### config.mk
export PLATFORM = sky130hd
export DESIGN_NAME = minmax_reduce_nbit
export DESIGN_NICKNAME = d
export VERILOG_FILES = /design/src/rtl/minmax_pkg.sv /design/src/rtl/gt_int_nbit.sv /design/src/rtl/minmax_reduce_nbit.sv
export SDC_FILE = /design/constraint.sdc
export NUM_CORES = 1
export LEC_CHECK = 0
export CAP_MARGIN = 20
export CORE_MARGIN = 1
export CORE_UTILIZATION = 30
export CTS_CLUSTER_SIZE = 30
export DETAILED_ROUTE_END_ITERATION = 8
export SKIP_CTS_REPAIR_TIMING = 1
export SLEW_MARGIN = 20
export SYNTH_ARGS = -nofsm -noshare
export SYNTH_HDL_FRONTEND = slang
export SYNTH_SLANG_ARGS = --single-unit
export TNS_END_PERCENT = 1
### constraint.sdc
create_clock -name clk -period 5.61 [get_ports clk]
set_clock_uncertainty 0.05 [all_clocks]
set_input_delay 1.122 -clock clk [delete_from_list [all_inputs] [get_ports clk]]
set_output_delay 1.122 -clock clk [all_outputs]
set_load 0.02 [all_outputs]
### src/rtl/minmax_pkg.sv
// Shared state/mode encodings and counter helper for the streaming min/max reduction engine.
package minmax_pkg;

  typedef logic [1:0] state_t;

  localparam state_t ST_IDLE  = 2'd0;
  localparam state_t ST_ACCUM = 2'd1;
  localparam state_t ST_HOLD  = 2'd2;

  localparam logic MODE_MAX = 1'b0;
  localparam logic MODE_MIN = 1'b1;
  localparam logic MODE_UNS = 1'b0;
  localparam logic MODE_SGN = 1'b1;

  // All-ones value of a w-bit counter; callers truncate to their own width.
  function automatic logic [63:0] cnt_max(input int unsigned w);
    return (64'd1 << w) - 64'd1;
  endfunction

endpackage

### src/rtl/gt_int_nbit.sv
// WIDTH-bit greater-than comparator; signed mode biases both MSBs so an unsigned compare suffices.
module gt_int_nbit
  import minmax_pkg::*;
#(
  parameter int unsigned WIDTH = 64
) (
  input  logic [WIDTH-1:0] a,
  input  logic [WIDTH-1:0] b,
  input  logic             is_signed,
  output logic             gt
);

  logic [WIDTH-1:0] a_m;
  logic [WIDTH-1:0] b_m;

  always_comb begin
    a_m = a;
    b_m = b;
    if (is_signed == MODE_SGN) begin
      a_m[WIDTH-1] = ~a[WIDTH-1];
      b_m[WIDTH-1] = ~b[WIDTH-1];
    end
    gt = a_m > b_m;
  end

endmodule

### src/rtl/minmax_reduce_nbit.sv
// Streaming frame min/max reduction with element count; winner index port exists only when
// MINMAX_ARGIDX_EN is defined.
module minmax_reduce_nbit
  import minmax_pkg::*;
#(
  parameter int unsigned WIDTH = 64,
  parameter int unsigned CNT_W = 16
) (
  input  logic             clk,
  input  logic             rst,
  input  logic             in_valid,
  output logic             in_ready,
  input  logic [WIDTH-1:0] in_data,
  input  logic             in_last,
  input  logic             mode_min,
  input  logic             mode_signed,
  output logic             out_valid,
  input  logic             out_ready,
`ifdef MINMAX_ARGIDX_EN
  output logic [CNT_W-1:0] out_idx,
`endif
  output logic [WIDTH-1:0] out_data,
  output logic [CNT_W-1:0] out_count
);

  localparam logic [CNT_W-1:0] CNT_MAX = CNT_W'(cnt_max(CNT_W));

  state_t           state_q, state_d;
  logic [WIDTH-1:0] acc_q, acc_d;
  logic [CNT_W-1:0] count_q, count_d;
  logic             min_q, min_d;
  logic             sgn_q, sgn_d;
  logic             ready_q;
  logic             beat;
  logic             better;
  logic [WIDTH-1:0] cmp_a;
  logic [WIDTH-1:0] cmp_b;
`ifdef MINMAX_ARGIDX_EN
  logic [CNT_W-1:0] idx_q, idx_d;
`endif

  // Swapping operands turns the single greater-than into a less-than for min mode.
  assign cmp_a = (min_q == MODE_MIN) ? acc_q   : in_data;
  assign cmp_b = (min_q == MODE_MIN) ? in_data : acc_q;

  gt_int_nbit #(
    .WIDTH (WIDTH)
  ) u_gt (
    .a         (cmp_a),
    .b         (cmp_b),
    .is_signed (sgn_q),
    .gt        (better)
  );

  assign beat = in_valid & ready_q;

  always_comb begin
    state_d = state_q;
    acc_d   = acc_q;
    count_d = count_q;
    min_d   = min_q;
    sgn_d   = sgn_q;
`ifdef MINMAX_ARGIDX_EN
    idx_d   = idx_q;
`endif
    case (state_q)
      ST_IDLE: begin
        if (beat) begin
          acc_d   = in_data;
          min_d   = mode_min;
          sgn_d   = mode_signed;
          count_d = CNT_W'(1);
`ifdef MINMAX_ARGIDX_EN
          idx_d   = '0;
`endif
          state_d = in_last ? ST_HOLD : ST_ACCUM;
        end
      end
      ST_ACCUM: begin
        if (beat) begin
          // count equals the zero-based position of the incoming beat (saturating)
          if (better) begin
            acc_d = in_data;
`ifdef MINMAX_ARGIDX_EN
            idx_d = count_q;
`endif
          end
          if (count_q != CNT_MAX) begin
            count_d = count_q + 1'b1;
          end
          if (in_last) begin
            state_d = ST_HOLD;
          end
        end
      end
      ST_HOLD: begin
        if (out_ready) begin
          state_d = ST_IDLE;
        end
      end
      default: state_d = ST_IDLE;
    endcase
  end

  always_ff @(posedge clk) begin
    if (rst) begin
      state_q <= ST_IDLE;
      acc_q   <= '0;
      count_q <= '0;
      min_q   <= MODE_MAX;
      sgn_q   <= MODE_UNS;
      ready_q <= 1'b0;
`ifdef MINMAX_ARGIDX_EN
      idx_q   <= '0;
`endif
    end else begin
      state_q <= state_d;
      acc_q   <= acc_d;
      count_q <= count_d;
      min_q   <= min_d;
      sgn_q   <= sgn_d;
      ready_q <= (state_d != ST_HOLD);
`ifdef MINMAX_ARGIDX_EN
      idx_q   <= idx_d;
`endif
    end
  end

  assign in_ready  = ready_q;
  assign out_valid = (state_q == ST_HOLD);
  assign out_data  = acc_q;
  assign out_count = count_q;
`ifdef MINMAX_ARGIDX_EN
  assign out_idx   = idx_q;
`endif

endmodule

==> flow_metrics.env <==
export IMPL_status="completed"
export IMPL_busiest_layer="met2"
export IMPL_synth_flop_cell="dfxtp_1"
export IMPL_fin_crit_sh_pct=76.9
export IMPL_setup_violations_final=0
export IMPL_cp_required_ns=5.84
export IMPL_hold_path_end="state_q[0]"
export IMPL_cp_top_family="compound AO/OA/AOI/OAI gates"
export IMPL_tritoncts="yes"
export IMPL_setup_tns_final_ns=0
export IMPL_clk_pin_slew_worst_paths_ns=0.07
export IMPL_r2r_end="out_data[44]"
export IMPL_arrival_ns=4.54
export IMPL_synthTopCellsByArea="dfxtp_1, mux2i_1, or2b_1, ha_1, mux2_2"
export IMPL_grt_pass1_wl_um=25900
export IMPL_cts_root_buf="clkbuf_16"
export IMPL_die_x_um=153
export IMPL_reg2reg_from="min_q"
export IMPL_pwr_density_cell_mw_per_mm2=224
export IMPL_cp_num_buf_inv=2
export IMPL_yosysWarnings=0
export IMPL_end_kind="flop"
export IMPL_clock_sinks=85
export IMPL_portBuffers=152
export IMPL_fin_nets=962
export IMPL_total_power_mw=1.99
export IMPL_grt_antenna_before_repair=0
export IMPL_leakage_nw=3.46
export IMPL_avgSynthCellArea_sq_um=9.87
export IMPL_vias_per_cell=4.78
export IMPL_yosysSeqAreaShare_pct=24.8
export IMPL_worstSkewPairLatency_ns=0.35
export IMPL_maxSlewViolCount=0
export IMPL_synth_cell_area_sq_mm=0.00686
export IMPL_cpPeakStageDelay_ns=0.87
export IMPL_synth_edf_count=0
export IMPL_die_y_um=153
export IMPL_h_tree_depth=3
export IMPL_drt_wirelength_per_cell_um=14.2
export IMPL_die_area_sq_mm=0.0235
export IMPL_maxCapViolCount=0
export IMPL_start_util_pct=31.1
export IMPL_r2r_cells=11
export IMPL_final_core_util_pct=40.2
export IMPL_min_path_cells=1
export IMPL_area_growth_syn_to_layout_pct=29.4
export IMPL_hold_viol_final=0
export IMPL_period_minus_slack_ns=4.32
export IMPL_drtIter0Drc=215
export IMPL_reg2reg_setup_slack_ns=1.29
export IMPL_crit_fanout=58
export IMPL_io_pins=153
export IMPL_grt_total_usage_pct=13.8
export IMPL_coreArea_sq_mm=0.0221
export IMPL_netlist_area_leader_share_pct=24.8
export IMPL_holdCritPathClass="reg -> reg"
export IMPL_grtUsageMet3_pct=3.37
export IMPL_syn_inst=695
export IMPL_drc=0
export IMPL_use_met2_pct=22.4
export IMPL_antennaDiodeCount=0
export IMPL_synth_nets=830
export IMPL_netlist_top_cell_by_area="dfxtp_1"
export IMPL_hpwl_um=11700
export IMPL_drive_gt1_share_pct=12.1
export IMPL_crit_slowest_cell="dfxtp_4"
export IMPL_cts_max_path_buffers=2
export IMPL_cts_buffers=9
export IMPL_dr_pass1_iters=4
export IMPL_crit_chain="buf_4 -> mux2_2 -> ha_1 -> and4_1 -> nand4_2 -> and4bb_1 -> a41oi_2 -> o211a_1 -> a211oi_4 -> buf_12 -> mux2i_1"
export IMPL_tightestPinTransition_ns=0.860
export IMPL_row_count=54
export IMPL_timing_fmax_ghz=0.232
export IMPL_drt_total_wl_um=15800
export IMPL_ys_types=49
export IMPL_hp_start="state_q[1]"
export IMPL_peakVddDrop_uv=106
export IMPL_ys_seq_elements=85
export IMPL_nFillCells=2196
export IMPL_grt_pass1_vias=4989
export IMPL_rsz0062_at_grt="no"
export IMPL_worstSetupStartpointType="flop"
export IMPL_ant_nets=0
export IMPL_grtUsageMet1_pct=17.6
export IMPL_grt_max_degree=79
export IMPL_critPathKind="reg -> reg"
export IMPL_async_reset_ff_share_pct=0
export IMPL_finalWeightedCongestion=0.761
export IMPL_via_count=5316
export IMPL_grt_overflow=0
export IMPL_relSlewSlack_pct=42.7
state kept, by name, summed over array words and instances (netlist names):
register	flops
out_data	64
min_q	1
in_ready	1
sgn_q	1
out_count	16
state_q	2
layer usage:
layer  up-vias  share of wire [%]
met3        19                5.0
met5         -                  0
met1      2434                 48
met4         0                1.6
li1       2763                  -
met2       100                 45
cells in the final DEF, fill, tap and decap left out, drive strengths merged, types with 3 or more instances in the layout:
master / Yosys / final
nand4: 14 / 14
xor2: 5 / 5
nor2b: 5 / 5
nand2: 22 / 22
buf: 21 / 8
mux2i: 128 / 128
mux2: 62 / 62
or2b: 120 / 120
clkbuf: 17 / 11
and4: 9 / 9
xnor2: 7 / 7
nand3: 14 / 14
or3: 5 / 5
clkdlybuf4s50: 0 / 151
nand2b: 9 / 9
inv: 5 / 5
a221oi: 3 / 3
dfxtp: 85 / 85
nor2: 21 / 21
nor4: 3 / 3
a21oi: 34 / 34
clkinv: 0 / 4
o211ai: 3 / 3
a21o: 3 / 3
o21ai: 16 / 16
ha: 64 / 64
worst reg2reg max path: cells and delay by family (launching register included):
family | cells | cell delay [ns]
adders and majority gates | 1 | 0.30
muxes | 2 | 0.62
buffers and inverters | 2 | 0.75
DFF | 1 | 0.87
and+or+nand+nor | 3 | 0.77
AOI/OAI and AO/OA | 3 | 0.90
final cells by class:
type | count | area, sq um | share of cell area, %
Inverter | 5 | 18.8 | 0.211
Timing Repair Buffer | 159 | 1610 | 18.1
Clock buffer | 11 | 254 | 2.86
Multi-Input combinational cell | 567 | 4880 | 55.0
Tap cell | 280 | 350 | 3.95
Sequential cell | 85 | 1710 | 19.2
Clock inverter | 5 | 57.6 | 0.648
cell families after synthesis:
| logic type | share of synthesized area [%] |
|---|---|
| xor gates and xnor gates | 1.53 |
| adders and majority gates | 11.7 |
| DFF | 24.8 |
| muxes | 28.9 |
| and+or+nand+nor | 22.4 |
| buffers and inverters | 4.10 |
| AOI/OAI and AO/OA | 6.62 |
cells in the mapped netlist (3+ instances only):
master	count
mux2i_1	128
or2b_1	120
dfxtp_1	85
ha_1	64
mux2_2	62
a21oi_1	34
nand2_1	21
nor2_1	21
clkbuf_1	17
o21ai_0	14
nand3_1	13
buf_1	12
nand4_1	12
nand2b_1	9
and4_1	8
xnor2_1	7
buf_12	6
inv_1	5
nor2b_1	5
or3_1	5
xor2_1	5
a21o_1	3
a221oi_1	3
buf_6	3
o211ai_1	3
power breakdown:
part	internal [mW]	total (mW)	switching, mW
clock network	0.373	0.647	0.274
registers	0.649	0.701	0.0518
logic	0.342	0.645	0.303
worst max-delay path by stage:
stage	cells after the start	slack, ns	startpoint	endpoint
6_report	11	1.29	min_q	out_data[44]
4_1_cts	11	1.13	min_q	out_data[39]
3_3_place_gp	11	1.02	in_data[55]	out_data[17]
2_1_floorplan	14	1.99	min_q	out_data[0]
3_5_place_dp	11	1.01	in_data[55]	out_data[31]
5_1_grt	11	0.91	min_q	out_data[36]
metrics by stage:
stage / instances / area, sq um / worst slack, ns / hold WS (ns)
after floorplan: 695 / 6860 / 1.99 / 0.388
after global placement: 1096 / 8570 / 1.02 / 0.410
after detailed placement: 1096 / 8570 / 1.01 / 0.408
after CTS: 1112 / 8880 / 1.13 / 0.418
after global routing: 1112 / 8880 / 0.909 / 0.448
final: 1112 / 8880 / 1.29 / 0.417
(Power assumes the default switching activity.)
